--- config.mk ---
export PLATFORM = sky130hd
export DESIGN_NAME = prog_loader
export DESIGN_NICKNAME = d
export VERILOG_FILES = /design/src/rtl/prog_loader.sv
export SDC_FILE = /design/constraint.sdc
export NUM_CORES = 1
export LEC_CHECK = 0
export BUFFER_PORTS_ARGS = -buffer_cell sky130_fd_sc_hd__buf_2
export CAP_MARGIN = 20
export CORE_MARGIN = 2
export CORE_UTILIZATION = 53
export CTS_CLUSTER_SIZE = 16
export DETAILED_ROUTE_END_ITERATION = 10
export PLACE_DENSITY = 0.8
export SYNTH_ARGS = -nofsm -noshare
export SYNTH_HDL_FRONTEND = slang
export SYNTH_SLANG_ARGS = --single-unit
--- constraint.sdc ---
create_clock -name clk -period 4 [get_ports clk]
set_input_delay 0.6 -clock clk [delete_from_list [all_inputs] [get_ports clk]]
set_output_delay 0.6 -clock clk [all_outputs]
set_load 0.005 [all_outputs]
--- src/rtl/prog_loader.sv ---
// rtl/prog_loader.sv - host-to-RAM program loader that owns the shared bus while it writes
//
// Loads a program into a 2**ADDR_W deep RAM through the machine's shared bus.
// Each host byte takes one MAR write cycle and then one RAM write cycle.
// The CPU is held in clear for the whole session.
//
// Ports:
//   clk       system clock, rising edge
//   clr       asynchronous active-high reset
//   start     begin a session (sampled in IDLE only)
//   len       byte count latched with start, 0 = full RAM depth
//   abort     cancel the session (effective only while waiting for a byte)
//   in_valid  host byte available
//   in_data   host byte
//   in_ready  loader accepts a byte this cycle
//   bus_out   value driven onto the shared bus
//   bus_oe    loader owns the bus
//   marwa     memory-address-register write strobe
//   ramwa     RAM write strobe
//   cpu_hold  CPU held in clear
//   busy      session in progress
//   done      one-cycle pulse on successful completion
//   aborted   one-cycle pulse on abort
//   loaded    bytes written in the current or last session
module prog_loader #(
   parameter int ADDR_W = 4
) (
   input  logic              clk,
   input  logic              clr,
   input  logic              start,
   input  logic [ADDR_W:0]   len,
   input  logic              abort,
   input  logic              in_valid,
   input  logic [7:0]        in_data,
   output logic              in_ready,
   output logic [7:0]        bus_out,
   output logic              bus_oe,
   output logic              marwa,
   output logic              ramwa,
   output logic              cpu_hold,
   output logic              busy,
   output logic              done,
   output logic              aborted,
   output logic [ADDR_W:0]   loaded
);

   typedef enum logic [2:0] {
      S_IDLE = 3'd0,
      S_WAIT = 3'd1,
      S_ADDR = 3'd2,
      S_DATA = 3'd3,
      S_FIN  = 3'd4
   } state_t;

   localparam logic [ADDR_W:0]   DEPTH   = (ADDR_W+1)'(1) << ADDR_W;
   localparam logic [ADDR_W:0]   LEN_ONE = (ADDR_W+1)'(1);
   localparam logic [ADDR_W-1:0] A_ONE   = ADDR_W'(1);

   state_t            state, state_n;
   logic [ADDR_W:0]   len_q;
   logic [ADDR_W-1:0] addr;
   logic [7:0]        byte_q;
   logic [ADDR_W:0]   eff_len;
   logic              last;
   logic              take;

   logic              in_ready_n, bus_oe_n, marwa_n, ramwa_n;
   logic              hold_n, done_n, aborted_n;
   logic [7:0]        bus_out_n;

   // Counts above the RAM depth are clamped so the address can never wrap.
   always_comb begin
      eff_len = len_q;
      if (len_q == '0 || len_q > DEPTH)
         eff_len = DEPTH;
   end

   assign last = ({1'b0, addr} == (eff_len - LEN_ONE));
   // Abort has priority over a byte offered in the same cycle.
   assign take = (state == S_WAIT) && !abort && in_valid;

   always_ff @(posedge clk or posedge clr) begin
      if (clr)
         state <= S_IDLE;
      else
         state <= state_n;
   end

   // Outputs are decoded from the next state so that every output comes
   // straight from a flop and lines up with the state it belongs to.
   always_comb begin
      state_n    = state;
      in_ready_n = 1'b0;
      bus_oe_n   = 1'b0;
      marwa_n    = 1'b0;
      ramwa_n    = 1'b0;
      hold_n     = 1'b0;
      done_n     = 1'b0;
      aborted_n  = 1'b0;
      bus_out_n  = 8'h00;

      case (state)
         S_IDLE: if (start) state_n = S_WAIT;
         S_WAIT: begin
            if (abort)
               state_n = S_IDLE;
            else if (in_valid)
               state_n = S_ADDR;
         end
         S_ADDR: state_n = S_DATA;
         S_DATA: state_n = last ? S_FIN : S_WAIT;
         S_FIN:  state_n = S_IDLE;
         default: state_n = S_IDLE;
      endcase

      in_ready_n = (state_n == S_WAIT);
      marwa_n    = (state_n == S_ADDR);
      ramwa_n    = (state_n == S_DATA);
      bus_oe_n   = marwa_n || ramwa_n;
      hold_n     = (state_n != S_IDLE);
      done_n     = (state_n == S_FIN);
      aborted_n  = (state == S_WAIT) && abort;
      if (marwa_n)
         bus_out_n = 8'(addr);
      else if (ramwa_n)
         bus_out_n = byte_q;
   end

   always_ff @(posedge clk or posedge clr) begin
      if (clr) begin
         len_q    <= '0;
         addr     <= '0;
         byte_q   <= 8'h00;
         loaded   <= '0;
         in_ready <= 1'b0;
         bus_out  <= 8'h00;
         bus_oe   <= 1'b0;
         marwa    <= 1'b0;
         ramwa    <= 1'b0;
         cpu_hold <= 1'b0;
         busy     <= 1'b0;
         done     <= 1'b0;
         aborted  <= 1'b0;
      end else begin
         in_ready <= in_ready_n;
         bus_out  <= bus_out_n;
         bus_oe   <= bus_oe_n;
         marwa    <= marwa_n;
         ramwa    <= ramwa_n;
         cpu_hold <= hold_n;
         busy     <= hold_n;
         done     <= done_n;
         aborted  <= aborted_n;

         if (state == S_IDLE && start) begin
            len_q  <= len;
            addr   <= '0;
            loaded <= '0;
         end
         if (take)
            byte_q <= in_data;
         if (state == S_DATA) begin
            loaded <= loaded + LEN_ONE;
            if (!last)
               addr <= addr + A_ONE;
         end
      end
   end

endmodule

Word-level counts from Yosys, hierarchy flattened --
Index checks and enable logic that the tools add are counted.
Word-level totals: register bits 40, word-level logic and storage cells 49, input bits 18, output and inout bits 21
Operators by class: multiplexer cells 13, reductions and logical operators 11, equal/unequal tests 8, magnitude comparators 1, add/sub/neg operators 3
Operator list (count):
- two-way mux 8 bit | 2
- two-way mux 5 bit | 3
- == test 3 x 2 -> 1 bit (second input constant) | 4
- two-way mux 3 bit | 4
- two-way mux 4 bit | 3
- one-hot mux 3 bit (4 select lines) | 1
- == test 3 x 1 -> 1 bit (second input constant) | 2
- adder 5 x 1 -> 5 bit (second input constant) | 1
- == test 4 x 5 -> 1 bit | 1
- greater-than comparator 5 bit (second input constant) | 1
- zero test 5 bit | 1
- subtractor 5 x 1 -> 5 bit (second input constant) | 1
- adder 4 x 1 -> 4 bit (second input constant) | 1
- logical AND 1 bit | 4
- == test 3 bit (second input constant) | 1
- zero test 3 bit | 1
- nonzero test 3 bit | 1
- logical OR 1 bit | 2
- nonzero test 2 bit | 1
- zero test 1 bit | 1

Depth between registers and ports, before layout --
Gate-level depths: netlist (run 1).
word-level depth 10, depth in mapped cells 9, mapped depth without buffers 9

Least setup slack after synthesis (run 1) --
OpenSTA, ideal clock, no wires.
path kind register to register, from register len_q[0], to register addr[2], clock period less this slack 2819 ps, arrival time 2749 ps, path buffers 0, library setup time 69 ps, required time 3931 ps, setup slack 1181 ps, stages on the path, launching flop included 10, path through dfrtp_1 > or4_4 > ha_1 > nand2b_1 > ha_1 > or2b_1 > o221ai_2 > nand4_4 > or4_1 > nand3_1
Between the ends: word-level cells in the longest chain between the ends 7, elaborated cells on any way between the ends 8, classes of those cells 1 x add/sub; 1 x order compare; 1 x eq/ne; 3 x mux; 2 x reduce/logical
RTL lines:
- start: declaration | RTL line 60 | logic [ADDR_W:0] len_q;
- start signal: assignment | RTL line 156 | len_q <= len;
- greater-than comparator 5 bit or zero test 5 bit (tied branches) | RTL line 74 | if (len_q == '0 || len_q > DEPTH)
- logical OR 1 bit | RTL line 74
- two-way mux 5 bit * | RTL line 74
- subtractor 5 x 1 -> 5 bit * | RTL line 78 | assign last = ({1'b0, addr} == (eff_len - LEN_ONE));
- == test 4 x 5 -> 1 bit * | RTL line 78
- two-way mux 4 bit * | RTL line 164 | if (!last)
- two-way mux 4 bit * | RTL line 162 | if (state == S_DATA) begin
- end signal: assignment | RTL line 165 | addr <= addr + A_ONE;
- end: declaration | RTL line 61 | logic [ADDR_W-1:0] addr;
Every way passes the cells marked *; elsewhere a longest branch is shown, timed or not. A chain may end at the register's enable or synchronous reset.

Worst setup path after layout (run 1) --
Ends and elaborated chain as after synthesis.

==> metrics.cfg, run 1 <==
[floorplan]
coreArea_mm2=0.00334
num_rows=21
die_w_um=62.9
ios=39
start_util_pct=55.1
design.die.area_mm2=0.00396
dieHeight_um=62.9

[timing]
setup_violations=0
rsz0062_at_grt=no
finalSetupTns_ns=0
hold_violations=0
final.period_utilization_pct=76.4
worst_pin_slew_ns=0.579
clock.fmax_mhz=327
period_minus_slack_ns=3.06
maxSlewHeadroom_pct=61.2
skew_ns=0.00588
worst_hold_slack_ns=0.348
final_max_slew_viol_count=0

[clock_tree]
cts_buffers=5
worst_skew_pair.late_latency_ns=0.34
post_cts_buffers=0
cts_max_level=2
postCtsHoldBufs=0
cts_sinks=40
cts_tree=done
cts-root-buf=clkbuf_4
clockBufferDepth=2
cts_resized=0
clk_pin_slew_ns=0.11

[global_route]
grt_pass1_wl_um=6200
grt_use_met1_pct=24.5
grtUsageMet2_pct=33.8
first_global_vias=1379
grt.met3_usage_pct=6.31
track_usage_pct=20.0
grt_start_max_net_pins=41
grt-busiest-layer=met2
antenna_found_initial=0
grt_overflow_total=0

[detailed_routing]
vias_per_cell=5.33
drt_iter0_drc=37
post_drt_wl_per_cell_um=13.9
drt_wl_total_um=3500
dr.pass1.iters=4
vias=1337
drc=0
ant_nets=0

[run]
maxCapViolations=0

[critical_path]
cp_max_fo=9
startpoint_type=flip-flop
crit_path_end_kind=flip-flop
critPathKind=flip-flop to flip-flop
arrival_ns=3.35
worstPathRequired_ns=4.29

[finish]
area_growth_pct=16.2
utilization_pct=64.0
nets=226
drive_gt1_share_pct=26.3
antenna_cells=0

[status]
outcome=finished, final reports clean

[synthesis]
synth.area.top_cells=dfrtp_1 54%, nand2_1 5.1%, mux2_1 4.9%, ha_1 2.7%, a22o_1 2.4%
syn-cell-area_mm2=0.00184
netlist_instances=165
ys.warnings.count=0
yosys-top-cells-count=40 x dfrtp_1, 25 x nand2_1, 8 x mux2_1, 7 x nor2_1
synth_top_area_share_pct=54.5
synth-seq-cells=40
yosysMostFrequentCell=dfrtp_1
synthArstFlopShare_pct=100
avgSynthCellArea_um2=11.1
synth_edf_count=0
seq_area_frac_synth_pct=54.5
synth_flop_cell=dfrtp_1
synth_area_leader_cell=dfrtp_1
syn_nets=187
yosysUniqueCellTypes=40

[place]
hpwl_um=2590
gp_congestion=0.933
io_buffers=38

[power]
peakVddDrop_mv=0.371
powerDensity_mw_per_mm2=714
p_leak_nw=1.10
power_mw=1.53

[worst_hold_path]
min_path_type=primary input to async pin

==> cell type report <==
type,count,area [um^2]
well taps,46,57.6
repair buffers,40,203
clock inverters,2,35.0
clock buffers,6,41.3
fillers,274,1200
inverters,4,15.0
multi-input cells,113,783
flip-flops and latches,40,1000
==> state kept, by name, summed over array words and instances (netlist names) <==
name and flops:
ramwa 1, len_q 5, in_ready 1, done 1, bus_out 8, aborted 1
state 3, addr 4, byte_q 8, loaded 5, busy 1, bus_oe 1
marwa 1
==> layout by cell type (no fill, tap or decap), types with 5 or more instances in the layout <==
| cell | instances |
|---|---|
| a22o_1 | 5 |
| buf_2 | 39 |
| clkbuf_4 | 5 |
| dfrtp_1 | 40 |
| mux2_1 | 8 |
| nand2_1 | 25 |
| nand2b_1 | 6 |
| nand3_1 | 6 |
| nor2_1 | 7 |
| o21ai_1 | 5 |
==> path summary, 6_finish.rpt <==
path	start	endpoint	slack, ns	depth (start not counted)
max reg2reg	len_q[0]	addr[2]	0.94	9
max	len_q[0]	addr[2]	0.94	9
min reg2reg	byte_q[6]	byte_q[6]	0.49	1
max in group asynchronous	clr	bus_out[4]	3.32	3
min in group clk	len[3]	len_q[3]	0.43	3
min	clr	byte_q[0]	0.35	3
==> stage by stage <==
step	std cells	area, um^2	worst slack, ns
2_1_floorplan	165	1840	1.18
3_3_place_gp	242	2050	1.12
3_5_place_dp	242	2050	0.955
4_1_cts	250	2130	0.935
5_1_grt	251	2140	0.741
6_report	251	2140	0.943
==> critical path, stage by stage, from the launching register on <==
cell	delay [ns]
dfrtp_1	0.45
or4_4	0.57
ha_1	0.42
nand2b_1	0.16
ha_1	0.20
or2b_1	0.27
o221ai_2	0.20
nand4_4	0.15
or4_1	0.49
nand3_1	0.09
==> cell families (layout without fill, tap and decap cells) <==
| kind of cell | after synthesis | after routing | synth area share, % |
|---|---|---|---|
| buffers and inverters | 12 | 52 | 2.93 |
| AOI/OAI and AO/OA | 23 | 23 | 9.60 |
| adders and majority gates | 4 | 4 | 2.72 |
| muxes | 10 | 10 | 5.99 |
| xor gates and xnor gates | 6 | 6 | 2.86 |
| and+or+nand+nor | 70 | 70 | 21.4 |
| DFF | 40 | 40 | 54.5 |
==> layer usage <==
metal | up-vias | routed length (um)
met5 | - | 0
met4 | 0 | 56
met3 | 7 | 140
met2 | 26 | 1800
met1 | 654 | 1510
li1 | 650 | -
==> power by group <==
part           internal, mW  leakage, nW  switching [mW]
logic                 0.283        0.537           0.338
registers             0.538        0.521           0.109
clock network         0.131       0.0422           0.127
Power figures use the tool's default switching activity.
==> run 2: changes to the inputs <==
Clock period 4 ns to 2.95 ns, I/O delays scaled along.
==> run 2 against run 1 <==
Worst setup slack worse by 0.86 ns; maximum frequency is 6.6% higher; critical endpoint is now addr[3]; first-iteration DRC count is 73% higher; register-to-register slack worse by 0.86 ns.
==> metrics.cfg, run 2 (same netlist as run 1, synthesis figures left out) <==
[finish]
final_common_cell=dfrtp_1
area_growth_pct=20.4
reg_top3=bus_out x8, byte_q x8
mostFrequentLayoutCells=39 x dfrtp_1, 38 x buf_2, 25 x nand2_1, 8 x mux2_1, 8 x buf_4
nets=232
antenna_cells=0
drive_gt1_share_pct=30.3

[detailed_routing]
vias=1363
post_drt_wl_per_cell_um=13.9
ant_nets=0
drc=0
dr.pass1.iters=4
drt_iter0_drc=64
drt_wl_total_um=3570
vias_per_cell=5.30

[floorplan]
start_util_pct=55.1
design.die.area_mm2=0.00396
coreArea_mm2=0.00334
dieHeight_um=62.9
die_w_um=62.9
ios=39
num_rows=21

[critical_path]
slowest_delay_ns=0.55
worstPathRequired_ns=3.22
cp_max_fo=5
cp_top_family=simple AND/OR/NAND/NOR gates
crit_path_top_delay_cell=or4_4
crit_chain=or4_4 > ha_4 > nand2b_1 > ha_2 > or2b_1 > o221ai_2 > nand4_4 > buf_4 > or3_1 > nand3_1
startpoint_type=flip-flop
critPathKind=flip-flop to flip-flop
crit_path_end_kind=flip-flop
path_buf_inv=1
arrival_ns=3.14

[run]
maxCapViolations=0

[worst_hold_path]
min_path_type=primary input to async pin

[place]
gp_congestion=0.871
pre_cts_slack_ns=-0.0123
hpwl_um=2610
io_buffers=38

[clock_tree]
cts-root-buf=clkbuf_4
cts_sinks=40
cts_buffers=5
cts_tree=done
clockBufferDepth=2
clk_pin_slew_ns=0.12
worst_skew_pair.late_latency_ns=0.34
cts_max_level=2

[timing]
setup_violations=0
rsz0062_at_grt=no
hold_violations=0
period_minus_slack_ns=2.87
worst_hold_slack_ns=0.192
skew_ns=0.0106
final.period_utilization_pct=97.2
setup_ws_ns=0.0815
final_max_slew_viol_count=0
clock.fmax_mhz=349
worst_pin_slew_ns=0.630
maxSlewHeadroom_pct=57.8

[power]
powerDensity_mw_per_mm2=999
p_leak_nw=1.13
peakVddDrop_mv=0.514

[global_route]
first_global_vias=1343
antenna_found_initial=0
grt_start_max_net_pins=41
track_usage_pct=19.5
grt_pass1_wl_um=5970
grt_overflow_total=0

[status]
outcome=finished, final reports clean

[run 2: changes by cell type in the layout (fill, tap and decap cells not counted), sizes merged]
cell	before	now
buf	40	46
[run 2: final timing paths]
path	end	startpoint	slack, ns	cells after the start
setup / recovery	addr[3]	len_q[1]	0.08	10
min in group clk	len_q[3]	len[3]	0.30	3
max in group asynchronous	len_q[2]	clr	2.38	3
setup reg to reg	addr[3]	len_q[1]	0.08	10
hold reg to reg	bus_out[7]	byte_q[7]	0.49	1
hold / removal	byte_q[0]	clr	0.19	3
[run 2: per-layer routing]
layer  global-route usage [%]  share of wire, %
met1                     23.3                41
met2                     33.0                54
met3                     5.05               4.1
met4                     8.61               1.4
met5                        0                 0
[run 2: area by class of cell]
type                    instances  area, um^2
inverters                       4        15.0
clock inverters                 2        38.8
repair buffers                 46         250
well taps                      46        57.6
multi-input cells             113         798
fillers                       262        1120
flip-flops and latches         40        1000
clock buffers                   6        51.3
[run 2: timing repair]
item | 4_1_cts | 5_1_grt
hold buffers | 0 | 0
resized for setup | 1 | 2
pin swaps | 0 | 1
setup buffers | 0 | 4
setup endpoints to repair | 1 | 1
[run 2: per-stage QoR]
stage          util (%)  TNS, ns  cells  power, mW  instance area (um^2)
2_1_floorplan         -        0    165       1.51                  1840
3_3_place_gp       62.2        0    245       1.70                  2080
3_5_place_dp       62.2  -0.0123    245       1.77                  2080
4_1_cts            65.3        0    253       2.18                  2180
5_1_grt            66.3        0    257       2.35                  2210
6_report           66.3        0    257       2.21                  2210
[run 2: report_power, final]
| part | internal, mW | switching [mW] | total [mW] |
|---|---|---|---|
| combinational | 0.463 | 0.503 | 0.966 |
| clock | 0.203 | 0.176 | 0.379 |
| sequential | 0.730 | 0.135 | 0.865 |
[run 2: worst register-to-register path, stage by stage (launching register included)]
cell and delay, ns:
dfrtp_1 0.42, or4_4 0.55, ha_4 0.31, nand2b_1 0.11
ha_2 0.20, or2b_1 0.26, o221ai_2 0.18, nand4_4 0.14
buf_4 0.17, or3_1 0.36, nand3_1 0.10
==> run 3: changes to the inputs <==
Settings changed: BUFFER_PORTS_ARGS -buffer_cell sky130_fd_sc_hd__buf_2 to unset, CORE_UTILIZATION 53 to 61, DONT_BUFFER_PORTS set to 1, PLACE_DENSITY 0.8 to 0.79.
==> run 3 against run 2 <==
The run now ends with design-rule violations left; sequential power is 2.5% higher; die area is 12% lower; wire length is 10% lower; highest routed layer unchanged; worst setup slack better by 0.012 ns.
==> metrics.cfg, run 3 (same netlist as run 1, synthesis figures left out) <==
[clock_tree]
clk_pin_slew_ns=0.12
cts_sinks=40
cts_buffers=5
cts-root-buf=clkbuf_4
worst_skew_pair.late_latency_ns=0.34
cts_tree=done
clockBufferDepth=2
cts_max_level=2

[global_route]
grt_start_max_net_pins=22
antenna_found_initial=0
first_global_vias=1231
track_usage_pct=21.3
grt_overflow_total=0
grt_pass1_wl_um=5440

[timing]
worst_hold_slack_ns=0.0927
hold_violations=0
final_max_slew_viol_count=0
worst_pin_slew_ns=0.729
clock.fmax_mhz=350
setup_violations=0
skew_ns=0.00858
setup_ws_ns=0.0931
final.period_utilization_pct=96.8
period_minus_slack_ns=2.86
maxSlewHeadroom_pct=51.3

[critical_path]
critPathLaunch=len_q[2]
rrSetupSlack_ns=0.09
worstPathRequired_ns=3.24
r2r_start=len_q[2]
crit_path_top_delay_cell=or4_4
r2r_cells=10
slowest_delay_ns=0.52
critPathKind=flip-flop to flip-flop
cp_max_fo=6
arrival_ns=3.14
startpoint_type=flip-flop
crit_path_end_kind=flip-flop
cp-endpoint=addr[3]
r2r_end=addr[3]
crit_chain=or4_4 > ha_4 > nand2b_1 > ha_2 > or2b_1 > o221ai_2 > nand4_4 > buf_4 > or3_1 > nand3_1

[detailed_routing]
drt_iter0_drc=46
vias=1236
post_drt_wl_per_cell_um=15.8
ant_nets=0
drt_wl_total_um=3220
vias_per_cell=6.09
drc=2
dr.pass1.iters=8

[place]
io_buffers=0
pre_cts_slack_ns=0.0409
hpwl_um=2380
gp_congestion=0.781

[power]
peakVddDrop_mv=0.604
p_int_mw=1.30
powerDensity_mw_per_mm2=1040
p_leak_nw=0.951
power.switching_mw=0.775
p_comb_share_pct=40.2
clkPwrFrac_pct=17.1
switching_share_pct=37.3
p_seq_share_pct=42.7

[finish]
area_growth_pct=8.58
seq_area_mm2=0.00100
fill_cells=204
drive_gt1_share_pct=15.1
antenna_cells=0
nets=193
final_common_cell=dfrtp_1
multi_input_area_um2=802
reg_top3=bus_out x8, byte_q x8
mostFrequentLayoutCells=39 x dfrtp_1, 25 x nand2_1, 8 x mux2_1, 7 x nor2_1, 7 x buf_4

[floorplan]
start_util_pct=65.5
dieHeight_um=58.9
num_rows=19
coreArea_mm2=0.00281
ios=39
die_w_um=58.9
design.die.area_mm2=0.00347

[run]
maxCapViolations=0

[status]
violations=design-rule violations
outcome=finished, violations left

[worst_hold_path]
min_path_type=primary input to async pin

[run 3: cell count changes in the layout (fill, tap and decap cells not counted), sizes merged]
| cell | delta |
|---|---|
| buf | -39 |
| clkinv | +1 |
| clkbuf | -1 |
[run 3: routing by layer]
layer  GRT usage, %  vias up  wire [um]
met4           8.44        0         80
li1               -      579          -
met3           6.59       10        178
met5              0        -          0
met2           34.3       44       1590
met1           26.8      603       1370
[run 3: timing repair]
item                                   4_1_cts  5_1_grt
resized for setup                            0        4
endpoints found under the hold margin        0        0
setup endpoints to repair                    0        3
hold buffers                                 0        0
buffers inserted                             0        3
[run 3: worst min path at each step]
stage,startpoint,endpoint,depth (start not counted)
floorplan,byte_q[4],bus_out[4],1
CTS,clr,ramwa,1
global route,clr,ramwa,1
finish,clr,ramwa,1
global placement,byte_q[4],bus_out[4],1
detailed placement,byte_q[7],bus_out[7],1
[run 3: area by class of cell]
cell class                      count  share of cell area [%]
Clock inverter                      3                    2.38
Inverter                            4                   0.752
Multi-Input combinational cell    113                    40.2
Tap cell                           31                    1.94
Clock buffer                        5                    1.88
Sequential cell                    40                    50.2
Timing Repair Buffer                7                    2.63
[run 3: worst max-delay path: cells and delay by family (launching register included)]
family | cells | cell delay (ns)
and+or+nand+nor | 6 | 1.49
adders and majority gates | 2 | 0.49
DFF | 1 | 0.46
AOI/OAI and AO/OA | 1 | 0.20
buffers and inverters | 1 | 0.17
[run 3: per-stage QoR]
step	area (um^2)	setup TNS [ns]	utilization [%]	power, mW	instances
after floorplan	1840	0	-	1.51	165
after global placement	1870	0	66.6	1.63	192
after detailed placement	1870	0	66.6	1.68	192
after CTS	1950	0	69.6	2.04	200
after global routing	2000	-0.00838	71.1	2.25	203
final	2000	0	71.1	2.08	203
[run 3: power groups by stage]
stage / clock network (mW) / logic (mW) / registers, mW
after floorplan: 0 / 0.669 / 0.841
after global placement: 0 / 0.737 / 0.888
after detailed placement: 0 / 0.785 / 0.897
after CTS: 0.365 / 0.787 / 0.887
after global routing: 0.394 / 0.938 / 0.916
final: 0.356 / 0.834 / 0.887
